<file path="src/rtl/xor_sweep_pkg.sv">
// Shared parameters and types for the XOR operand sweep source.
package xor_sweep_pkg;

  localparam int CNT_W     = 76;
  localparam int DATA_W    = 64;
  localparam int HI_OFFSET = 12;
  localparam int STRIDE_W  = 32;

  // Accepted-pair counter stops here instead of wrapping.
  localparam logic [31:0] COUNT_MAX = 32'hFFFF_FFFF;

  typedef enum logic [1:0] {
    ST_IDLE = 2'd0,
    ST_RUN  = 2'd1,
    ST_DONE = 2'd2
  } state_t;

endpackage

</file>
<file path="src/rtl/xor_operand_sweep_counter.sv">
// Sweep counter: holds the current sweep value and exposes the next value
// (value + stride), its carry-out and whether it reaches the limit.
module sweep_counter
  import xor_sweep_pkg::*;
(
  input  logic                clk,
  input  logic                rst_n,
  input  logic                load,
  input  logic                advance,
  input  logic [CNT_W-1:0]    load_value,
  input  logic [STRIDE_W-1:0] stride,
  input  logic [CNT_W-1:0]    limit,
  output logic [CNT_W-1:0]    value,
  output logic [CNT_W-1:0]    next_value,
  output logic                carry_out,
  output logic                next_at_limit
);

  logic [CNT_W-1:0] value_reg;
  logic [CNT_W:0]   sum;

  // One bit wider than the counter so a wrap past 2^CNT_W is visible.
  always_comb begin
    sum           = {1'b0, value_reg} + {{(CNT_W + 1 - STRIDE_W){1'b0}}, stride};
    next_value    = sum[CNT_W-1:0];
    carry_out     = sum[CNT_W];
    next_at_limit = (sum[CNT_W-1:0] >= limit);
  end

  // Counter register: load wins over advance; otherwise hold (covers stalls).
  always_ff @(posedge clk or negedge rst_n) begin
    if (!rst_n) begin
      value_reg <= '0;
    end else if (load) begin
      value_reg <= load_value;
    end else if (advance) begin
      value_reg <= sum[CNT_W-1:0];
    end
  end

  assign value = value_reg;

endmodule

</file>
<file path="src/rtl/xor_operand_sweep.sv">
// Back-pressure-aware operand source for the 64-bit XOR datapath. Steps a
// wide counter from base by stride up to an exclusive limit and presents
// each value as an (op_a, op_b) pair over valid/ready.
module xor_operand_sweep
  import xor_sweep_pkg::*;
(
  input  logic                clk,
  input  logic                rst_n,
  input  logic                start,
  input  logic                abort,
  input  logic [CNT_W-1:0]    base,
  input  logic [CNT_W-1:0]    limit,
  input  logic [STRIDE_W-1:0] stride,
  output logic [DATA_W-1:0]   op_a,
  output logic [DATA_W-1:0]   op_b,
  output logic                op_valid,
  input  logic                op_ready,
  output logic                busy,
  output logic                done,
  output logic [31:0]         count
);

  state_t              state_reg;
  state_t              state_next;
  logic [CNT_W-1:0]    limit_reg;
  logic [STRIDE_W-1:0] stride_reg;
  logic [31:0]         count_reg;
  logic                load;
  logic                advance;
  logic                handshake;
  logic [CNT_W-1:0]    cnt_value;
  logic [CNT_W-1:0]    cnt_next_value;
  logic                cnt_carry;
  logic                cnt_next_at_limit;

  assign handshake = (state_reg == ST_RUN) && op_ready;

  sweep_counter u_counter (
    .clk           (clk),
    .rst_n         (rst_n),
    .load          (load),
    .advance       (advance),
    .load_value    (base),
    .stride        (stride_reg),
    .limit         (limit_reg),
    .value         (cnt_value),
    .next_value    (cnt_next_value),
    .carry_out     (cnt_carry),
    .next_at_limit (cnt_next_at_limit)
  );

  // State register.
  always_ff @(posedge clk or negedge rst_n) begin
    if (!rst_n) begin
      state_reg <= ST_IDLE;
    end else begin
      state_reg <= state_next;
    end
  end

  // Next-state logic plus counter load/advance strobes.
  always_comb begin
    state_next = state_reg;
    load       = 1'b0;
    advance    = 1'b0;
    case (state_reg)
      ST_IDLE: begin
        if (start) begin
          if (base >= limit) begin
            state_next = ST_DONE;
          end else begin
            load       = 1'b1;
            state_next = ST_RUN;
          end
        end
      end
      ST_RUN: begin
        // abort overrides where a same-cycle handshake would have gone
        if (abort) begin
          state_next = ST_IDLE;
        end else if (handshake) begin
          if (cnt_carry || cnt_next_at_limit) begin
            state_next = ST_DONE;
          end else begin
            advance = 1'b1;
          end
        end
      end
      ST_DONE: begin
        state_next = ST_IDLE;
      end
      default: begin
        state_next = ST_IDLE;
      end
    endcase
  end

  // Sweep parameters captured at start; a zero stride becomes one.
  always_ff @(posedge clk or negedge rst_n) begin
    if (!rst_n) begin
      limit_reg  <= '0;
      stride_reg <= '0;
    end else if ((state_reg == ST_IDLE) && start) begin
      limit_reg  <= limit;
      stride_reg <= (stride == '0) ? {{(STRIDE_W - 1){1'b0}}, 1'b1} : stride;
    end
  end

  // Accepted-pair count: cleared on start, saturating, held after the sweep.
  always_ff @(posedge clk or negedge rst_n) begin
    if (!rst_n) begin
      count_reg <= '0;
    end else if ((state_reg == ST_IDLE) && start) begin
      count_reg <= '0;
    end else if (handshake && (count_reg != COUNT_MAX)) begin
      count_reg <= count_reg + 32'd1;
    end
  end

  assign op_a     = cnt_value[DATA_W-1:0];
  assign op_b     = cnt_value[CNT_W-1:HI_OFFSET];
  assign op_valid = (state_reg == ST_RUN);
  assign busy     = (state_reg == ST_RUN);
  assign done     = (state_reg == ST_DONE);
  assign count    = count_reg;

endmodule

</file>
<file path="config.mk">
export PLATFORM = sky130hd
export DESIGN_NAME = xor_operand_sweep
export DESIGN_NICKNAME = d
export VERILOG_FILES = /design/src/rtl/xor_sweep_pkg.sv /design/src/rtl/xor_operand_sweep_counter.sv /design/src/rtl/xor_operand_sweep.sv
export SDC_FILE = /design/constraint.sdc
export NUM_CORES = 1
export LEC_CHECK = 0
export BUFFER_PORTS_ARGS = -buffer_cell sky130_fd_sc_hd__buf_2
export CORE_MARGIN = 2
export CORE_UTILIZATION = 51
export CTS_CLUSTER_DIAMETER = 120
export DETAILED_ROUTE_END_ITERATION = 8
export PLACE_DENSITY_LB_ADDON = 0.08
export SYNTH_ARGS = -nofsm -noshare
export SYNTH_HDL_FRONTEND = slang
export SYNTH_SLANG_ARGS = --single-unit
</file>
<file path="constraint.sdc">
create_clock -name clk -period 5.5 [get_ports clk]
set_input_delay 1.375 -clock clk [delete_from_list [all_inputs] [get_ports clk]]
set_output_delay 1.375 -clock clk [all_outputs]
set_load 0.01 [all_outputs]
</file>
==> out/qor.yml, run 1 <==
status: "complete, no violations"
crit_chain: "ha_4 -> fa_2 -> a21o_1 -> a221oi_4 -> o2111ai_4 -> nor4b_4 -> o41ai_4 -> buf_6 -> nor3b_2 -> xor2_1 -> ha_1 -> and3_4 -> a221oi_4 -> o211ai_1 -> a221o_1 -> o21bai_2 -> o211ai_4 -> or2_4 -> clkbuf_16 -> buf_4 -> or3_1 -> nand3_1"
final_common_cell: "buf_2"
hold_class: "flop to flop"
drt_first_pass_iters: 5
cp_top_family: "compound AO/OA/AOI/OAI gates"
clockBufferDepth: 3
crit_type: "flop to flop"
vias: 15100
cts_inserted_buffers: 26
crit_path_frequent_cell: "a221oi_4"
io_pins: 352
synthFlopType: "dfrtp_1"
cpPeakStageDelay_ns: 0.41
grt_max_degree: 110
viasPerCell: 5.66
drive_above_1_share_pct: 27.2
synth_edf_count: 0
slew_headroom_pct: 34.2
ys_ff_latch: 218
synth_area_um2: 16100
grt_setup_unrepaired: "true"
grt_pass1_vias: 14800
synth_area_per_cell_um2: 8.67
layout_min_cycle_time_ns: 5.37
crit_path_end_kind: "flop"
antenna_found_initial: 7
crit_buf_inv: 3
timing_worst_slew_pin_value_ns: 0.987
crit_path_top_delay_cell: "dfrtp_1"
drt_iter0_drc: 928
die_w_um: 182
gr-total-overflow: 0
nets: 2625
maxCapViolations: 0
die_area_um2: 33100
final_cell_mix: "buf_2 (350), nand2_1 (234), dfrtp_1 (218)"
timing.final.crit_share_pct: 97.6
cp_max_fo: 7
synth-warning-count: 0
die_h_um: 182
ctsRootBufferMaster: "clkbuf_16"
grt_pass1_wl_um: 78100
finalHoldViolations: 0
htree_levels: 1
async_flop_share_pct: 100
wl_per_cell_um: 19.0
syn-num-nets: 2235
irDropWorstVdd_v: 0.000297
synth_cells: 1860
cts_sinks: 218
dp_hpwl_um: 39000
nFillCells: 2726
setup_violations: 0
skew_ns: 0.0206
slew_violations: 0
synth_cell_types: 82
final_area_um2: 20100
wl_um: 50800
post-route-drc-count: 0
clkSlewWorstSetupHoldPaths_ns: 0.06
grt.total_usage_pct: 29.6
row_count: 65
fmax_mhz: 186
p_leak_nw: 10.1
insertion_delay_ns: 0.55
area_growth_pct: 24.4
required_ns: 5.97
place_area_um2: 18600
cts_tree: "yes"
p_per_area_nw_per_um2: 625
ys_seq_area_share_pct: 33.8
core_area_um2: 31400
cp.arrival_ns: 5.83
initial_utilization_pct: 51.4
postRouteAntennaNets: 0
io_buffers: 351
fin_hold_ws_ns: 0.514
crit_path_start_kind: "flop"
place_congestion: 0.925
==> cells by family after synthesis <==
kind of cell / synth area share, %
xor gates and xnor gates: 5.65
AOI/OAI and AO/OA: 16.7
DFF: 33.8
and+or+nand+nor: 17.9
muxes: 3.23
buffers and inverters: 8.28
adders and majority gates: 14.5
==> stage by stage <==
| stage | cells | total power [mW] | worst slack [ns] | setup TNS, ns | util (%) |
|---|---|---|---|---|---|
| floorplan | 1860 | 7.74 | 0.191 | 0 | - |
| global placement | 2596 | 10.1 | -0.226 | -6.97 | 59.3 |
| detailed placement | 2596 | 10.2 | -0.312 | -10.63 | 59.3 |
| CTS | 2649 | 12.2 | 0.00781 | 0 | 62.5 |
| global route | 2674 | 13.5 | -0.109 | -1.70 | 63.9 |
| finish | 2677 | 12.6 | 0.133 | 0 | 64.0 |
==> metal layers <==
layer | global-route usage (%) | part of all wire [%] | up-vias
met5 | 0 | 0.028 | -
met4 | 9.29 | 3.1 | 2
met3 | 5.23 | 6.4 | 94
met2 | 49.0 | 46 | 503
met1 | 39.7 | 44 | 7253
li1 | - | - | 7294
==> repair_timing <==
action                                  4_1_cts  5_1_grt
gates resized for setup                       9       55
pin swaps                                     4       31
endpoints found under the setup margin       73       75
hold buffers                                  0        0
buffers inserted                              7       18
cloned                                        0        3
==> cells in the mapped netlist, drive strengths merged, types with 36 or more instances <==
library cell / instances / area [µm²]
nand2: 234 / 878
dfrtp: 218 / 5460
ha: 185 / 2310
inv: 170 / 638
o21ai: 161 / 810
nor2: 94 / 358
a21oi: 93 / 465
buf: 79 / 541
nand3: 55 / 288
xnor2: 55 / 482
nand4: 51 / 319
xor2: 49 / 429
clkbuf: 42 / 158
a21o: 36 / 270
==> final cells by class <==
class | count | area, µm² | share of cell area (%)
clock buffer | 35 | 744 | 3.71
tap | 402 | 503 | 2.50
clock inverter | 11 | 141 | 0.704
sequential | 218 | 5460 | 27.2
inverter | 170 | 638 | 3.18
multi-input combinational | 1351 | 9620 | 47.9
timing repair buffer | 483 | 2960 | 14.8
antenna | 7 | 17.5 | 0.0872
==> report_power, final <==
part | internal [mW] | leakage [nW] | switching [mW]
Combinational | 3.47 | 6.90 | 4.39
Clock | 1.08 | 0.444 | 0.707
Sequential | 2.27 | 2.72 | 0.632
Total | 6.82 | 10.1 | 5.73
==> worst register-to-register path, stage by stage (launching register included) <==
cell and delay (ns):
dfrtp_1 0.41, ha_4 0.18, fa_2 0.34, a21o_1 0.22, a221oi_4 0.36, o2111ai_4 0.20, nor4b_4 0.19, o41ai_4 0.31
buf_6 0.18, nor3b_2 0.06, xor2_1 0.17, ha_1 0.35, and3_4 0.20, a221oi_4 0.23, o211ai_1 0.12, a221o_1 0.39
o21bai_2 0.17, o211ai_4 0.14, or2_4 0.34, clkbuf_16 0.19, buf_4 0.14, or3_1 0.30, nand3_1 0.08
==> path summary, 6_finish.rpt <==
kind                                       end  cells after the start  slack (ns)               start
max                        u_counter.value[34]                     22        0.13  u_counter.value[0]
min                             stride_reg[15]                      1        0.51      stride_reg[15]
max reg2reg                u_counter.value[34]                     22        0.13  u_counter.value[0]
min reg2reg                     stride_reg[15]                      1        0.51      stride_reg[15]
max in group asynchronous        limit_reg[19]                      2        3.56               rst_n
min in group asynchronous        limit_reg[48]                      1        0.89               rst_n
No activity file was read; power rests on OpenSTA's default activity.
==> run 2, diff against run 1 <==
--- a/constraint.sdc
+++ b/constraint.sdc
@@ -3,2 +3,2 @@
 set_output_delay 1.375 -clock clk [all_outputs]
-set_load 0.01 [all_outputs]
+set_load 0.05 [all_outputs]
==> run 2 against run 1 <==
Combinational power grew 25%; sequential share of layout area fell by 0.69 points; first-iteration DRC count up 17%; clock power is essentially flat; global-route usage is 0.80 points higher; clock-buffer cell count down 1; via count increased by 0.89%; final area up 2.6%; largest cell class unchanged.
==> out/qor.yml, run 2 (synthesis gave the netlist of run 1 again) <==
status: "complete, no violations"
slew_headroom_pct: 34.6
setup_violations: 0
die_w_um: 182
combPwrFrac_pct: 68.0
final_cell_mix: "buf_2 (350), nand2_1 (233), dfrtp_1 (217)"
row_count: 65
clockBufferDepth: 3
crit_buf_inv: 6
grt_setup_unrepaired: "true"
multi_input_area_um2: 9720
p_seq_share_pct: 19.7
swShare_pct: 50.1
grt_pass1_wl_um: 80100
initial_utilization_pct: 51.4
timing_worst_slew_pin_value_ns: 0.981
antenna_found_initial: 7
nets: 2683
fmax_mhz: 183
crit_path_top_delay_cell: "dfrtp_2"
layout_min_cycle_time_ns: 5.46
irDropWorstVdd_v: 0.000356
r2r_slack_ns: 0.04
grt_pass1_vias: 15100
crit_path_frequent_cell: "buf_6"
htree_levels: 1
ctsRootBufferMaster: "clkbuf_16"
final_common_cell: "buf_2"
skew_ns: 0.0103
p_leak_nw: 10.4
vias: 15300
p_per_area_nw_per_um2: 701
pwr-share-clk_pct: 12.3
post-route-drc-count: 0
dp_slack_ns: -0.391
die_h_um: 182
worst_slack_ns: 0.0352
setup-tns-final_ns: 0
clkSlewWorstSetupHoldPaths_ns: 0.06
cts_tree: "yes"
gr-total-overflow: 0
regArea_um2: 5460
insertion_delay_ns: 0.53
viasPerCell: 5.59
nFillCells: 2691
crit_chain: "buf_6 -> ha_4 -> a211o_1 -> a2111oi_4 -> buf_4 -> nor3_4 -> o311a_1 -> o31ai_4 -> buf_6 -> nor2_4 -> xor2_2 -> ha_1 -> a21o_1 -> a221oi_4 -> o211ai_1 -> a221o_1 -> o21bai_2 -> o211ai_4 -> buf_12 -> buf_6 -> o21ai_4 -> buf_4 -> o21ai_0 -> a221o_1"
crit_type: "flop to flop"
grt.total_usage_pct: 30.4
core_area_um2: 31400
required_ns: 5.91
cp_max_fo: 5
drive_above_1_share_pct: 29.5
cp_top_family: "compound AO/OA/AOI/OAI gates"
finalHoldViolations: 0
cts_inserted_buffers: 25
crit_path_start_kind: "flop"
p_int_mw: 7.20
cts_hold_buf: 0
p_sw_mw: 7.24
drt_iter0_drc: 1082
io_buffers: 351
cp.arrival_ns: 5.88
grt_max_degree: 117
maxCapViolations: 0
die_area_um2: 33100
io_pins: 352
timing.final.crit_share_pct: 99.4
drt_first_pass_iters: 5
hold_class: "flop to flop"
cpPeakStageDelay_ns: 0.41
dp_hpwl_um: 39700
wl_um: 51500
cts_sinks: 218
postRouteAntennaNets: 0
crit_path_end_kind: "flop"
wl_per_cell_um: 18.9
place_congestion: 0.927
area_growth_pct: 27.7
slew_violations: 0
[run 2: cell type report]
type                    count  area share [%]
well taps                 402            2.44
flip-flops and latches    218            26.5
inverters                 170            3.10
clock buffers              34            3.54
diodes                      6          0.0729
repair buffers            541            16.5
multi-input cells        1352            47.2
clock inverters            11           0.692
[run 2: through the flow]
step	cell area, µm²	hold slack (ns)	total power, mW	util (%)	std cells
detailed placement	19000	0.503	12.0	60.7	2654
CTS	20000	0.517	14.0	63.9	2703
floorplan	16100	0.484	9.14	-	1860
global placement	19000	0.492	11.8	60.7	2654
finish	20600	0.516	14.4	65.6	2734
global route	20600	0.529	15.5	65.6	2731
[run 2: power groups by stage]
| stage | clock network [mW] | logic, mW | registers, mW |
|---|---|---|---|
| after floorplan | 0 | 5.50 | 3.64 |
| after global placement | 0 | 9.02 | 2.82 |
| after detailed placement | 0 | 9.18 | 2.85 |
| after CTS | 1.81 | 9.33 | 2.82 |
| after global routing | 1.87 | 10.7 | 2.92 |
| final | 1.78 | 9.82 | 2.84 |
[run 2: layer usage]
metal	vias to the layer above	global-route usage [%]	share of wire (%)	wire length (µm)
met2	494	51.3	47	24400
li1	7404	-	-	-
met3	68	4.81	6.6	3410
met4	2	9.00	2.5	1270
met1	7313	40.5	44	22500
met5	-	0	0.021	11
[run 2: path summary, 6_finish.rpt]
path / start / to / cells after the start
setup reg to reg: u_counter.value[1] / u_counter.value[45] / 24
setup / recovery: u_counter.value[1] / u_counter.value[45] / 24
hold reg to reg: stride_reg[15] / stride_reg[15] / 1
hold / removal: stride_reg[15] / stride_reg[15] / 1
max in group asynchronous: rst_n / u_counter.value[1] / 2
min in group asynchronous: rst_n / limit_reg[49] / 1
[run 2: what timing repair did]
action / 4_1_cts / 5_1_grt
pin swaps: 6 / 30
buffers inserted: 5 / 24
cloned: 0 / 3
resized for setup: 20 / 81
setup endpoints to repair: 74 / 72
==> run 3, diff against run 2 <==
SETUP_SLACK_MARGIN = 0.2   (was default)
==> run 3 against run 2 <==
Global-route usage decreased by 0.28 points; clock-buffer cell count is 5 higher; fmax up 5.5%; core utilization shrank 0.58 points; clock skew down 0.0013 ns; combinational power is 2.7% lower; routed wire length shrank 0.36%; final area fell by 0.89%; die area unchanged.
==> out/qor.yml, run 3 (synthesis gave the netlist of run 1 again) <==
status: "complete, no violations"
vias: 15200
multi_input_area_um2: 9820
row_count: 65
die_w_um: 182
required_ns: 5.93
slew_headroom_pct: 36.9
htree_levels: 1
setup_violations: 0
cts_tree: "yes"
wl_um: 51400
clockBufferDepth: 3
p_total_mw: 14.2
drt_iter0_drc: 927
grt-busiest-layer: "met2"
io_pins: 352
drt_first_pass_iters: 5
viasPerCell: 5.63
timing.final.crit_share_pct: 94.2
grt.met3_usage_pct: 5.01
grt_pass1_wl_um: 79500
skew_ns: 0.00900
irDropWorstVdd_v: 0.000347
die_area_um2: 33100
combPwrFrac_pct: 67.3
grt_setup_unrepaired: "true"
regArea_um2: 5460
post-route-drc-count: 0
area_growth_pct: 26.6
cts_hold_buf: 0
hold_class: "flop to flop"
antenna_found_initial: 10
layout_min_cycle_time_ns: 5.18
timing_worst_slew_pin_value_ns: 0.946
fin_util_pct: 65.1
cts_inserted_buffers: 26
nFillCells: 2766
crit_path_end_kind: "flop"
setup-tns-final_ns: 0
fmax_mhz: 193
finalHoldViolations: 0
grt_max_degree: 111
p_leak_nw: 10.2
crit_path_start_kind: "flop"
grt.total_usage_pct: 30.2
cp_max_fo: 6
p_int_mw: 6.97
place_congestion: 0.914
place_area_um2: 18800
die_h_um: 182
wl_per_cell_um: 19.0
clkSlewWorstSetupHoldPaths_ns: 0.06
drive_above_1_share_pct: 29.4
nets: 2655
initial_utilization_pct: 51.4
gr-total-overflow: 0
io_buffers: 351
final_area_um2: 20400
p_seq_share_pct: 20.5
maxCapViolations: 0
final_cell_mix: "buf_2 (351), nand2_1 (234), dfrtp_1 (215)"
crit_type: "flop to flop"
slew_violations: 0
cts_sinks: 218
pwr-share-clk_pct: 12.2
postRouteAntennaNets: 0
core_area_um2: 31400
dp_hpwl_um: 39700
ctsRootBufferMaster: "clkbuf_16"
cp.arrival_ns: 5.61
swShare_pct: 50.9
final_common_cell: "buf_2"
insertion_delay_ns: 0.54
met2_usage_pct: 50.4
use_met1_pct: 40.3
grt_pass1_vias: 14800
p_per_area_nw_per_um2: 695
p_sw_mw: 7.22
[run 3: changes by cell type in the layout (fill, tap and decap cells not counted), sizes merged]
cell      previous run  this run
bufinv               3         1
inv                171       170
nor2                95        96
buf                540       509
clkinv               5         4
clkbuf              35        41
diode                6         5
clkinvlp             2         0
[run 3: metrics by stage]
stage	worst slack [ns]	hold slack [ns]	cells
CTS	0.184	0.520	2670
detailed placement	-0.294	0.507	2613
global placement	-0.127	0.495	2613
floorplan	0.229	0.484	1860
global route	0.0133	0.540	2702
finish	0.319	0.517	2703
[run 3: worst max-delay path: stages (launching register included)]
cell and delay, ns:
dfrtp_2 0.43, ha_4 0.25, a211o_1 0.30, a2111oi_4 0.30
buf_4 0.18, nor2_1 0.09, a31oi_2 0.23, o21ai_2 0.13
a31o_2 0.31, mux2i_2 0.21, nor2_1 0.09, ha_1 0.31
nand4_1 0.18, nor4_2 0.36, buf_4 0.21, o21ai_2 0.07
buf_6 0.13, nor3_4 0.18, a211oi_2 0.11, o211ai_4 0.18
or2_4 0.24, buf_8 0.12, buf_4 0.11, o21ai_1 0.05
a221o_1 0.31
[run 3: repair_timing]
action                     CTS  global route
gates resized for setup     29            80
gates cloned                 1             3
pin swaps                   20            32
setup endpoints to repair   76            78
buffers inserted            12            25
hold endpoints to repair     0             0
[run 3: metal layers]
layer | share of wire, % | wire length (µm)
met5 | 0.11 | 57
met4 | 2.7 | 1400
met3 | 6.2 | 3210
met2 | 47 | 24200
met1 | 44 | 22500
[run 3: area by class of cell]
type,instances,area share (%)
timing repair buffer,511,15.4
inverter,170,3.12
clock buffer,39,3.92
antenna,5,0.0613
sequential,218,26.7
multi-input combinational,1353,48.1
tap,402,2.46
clock inverter,5,0.245
[run 3: worst paths after layout]
| kind | to | startpoint | slack, ns | cells past startpoint |
|---|---|---|---|---|
| max in group asynchronous | limit_reg[1] | rst_n | 3.58 | 2 |
| min in group asynchronous | limit_reg[48] | rst_n | 0.88 | 1 |
| max | u_counter.value[41] | u_counter.value[1] | 0.32 | 24 |
| min | stride_reg[12] | stride_reg[12] | 0.52 | 1 |
| max reg2reg | u_counter.value[41] | u_counter.value[1] | 0.32 | 24 |
| min reg2reg | stride_reg[12] | stride_reg[12] | 0.52 | 1 |
[run 3: power groups by stage]
| stage | clock network (mW) | registers [mW] | logic (mW) |
|---|---|---|---|
| 2_1_floorplan | 0 | 3.64 | 5.52 |
| 3_3_place_gp | 0 | 2.89 | 8.71 |
| 3_5_place_dp | 0 | 2.90 | 8.83 |
| 4_1_cts | 1.76 | 2.89 | 9.06 |
| 5_1_grt | 1.81 | 2.98 | 10.4 |
| 6_report | 1.73 | 2.91 | 9.55 |
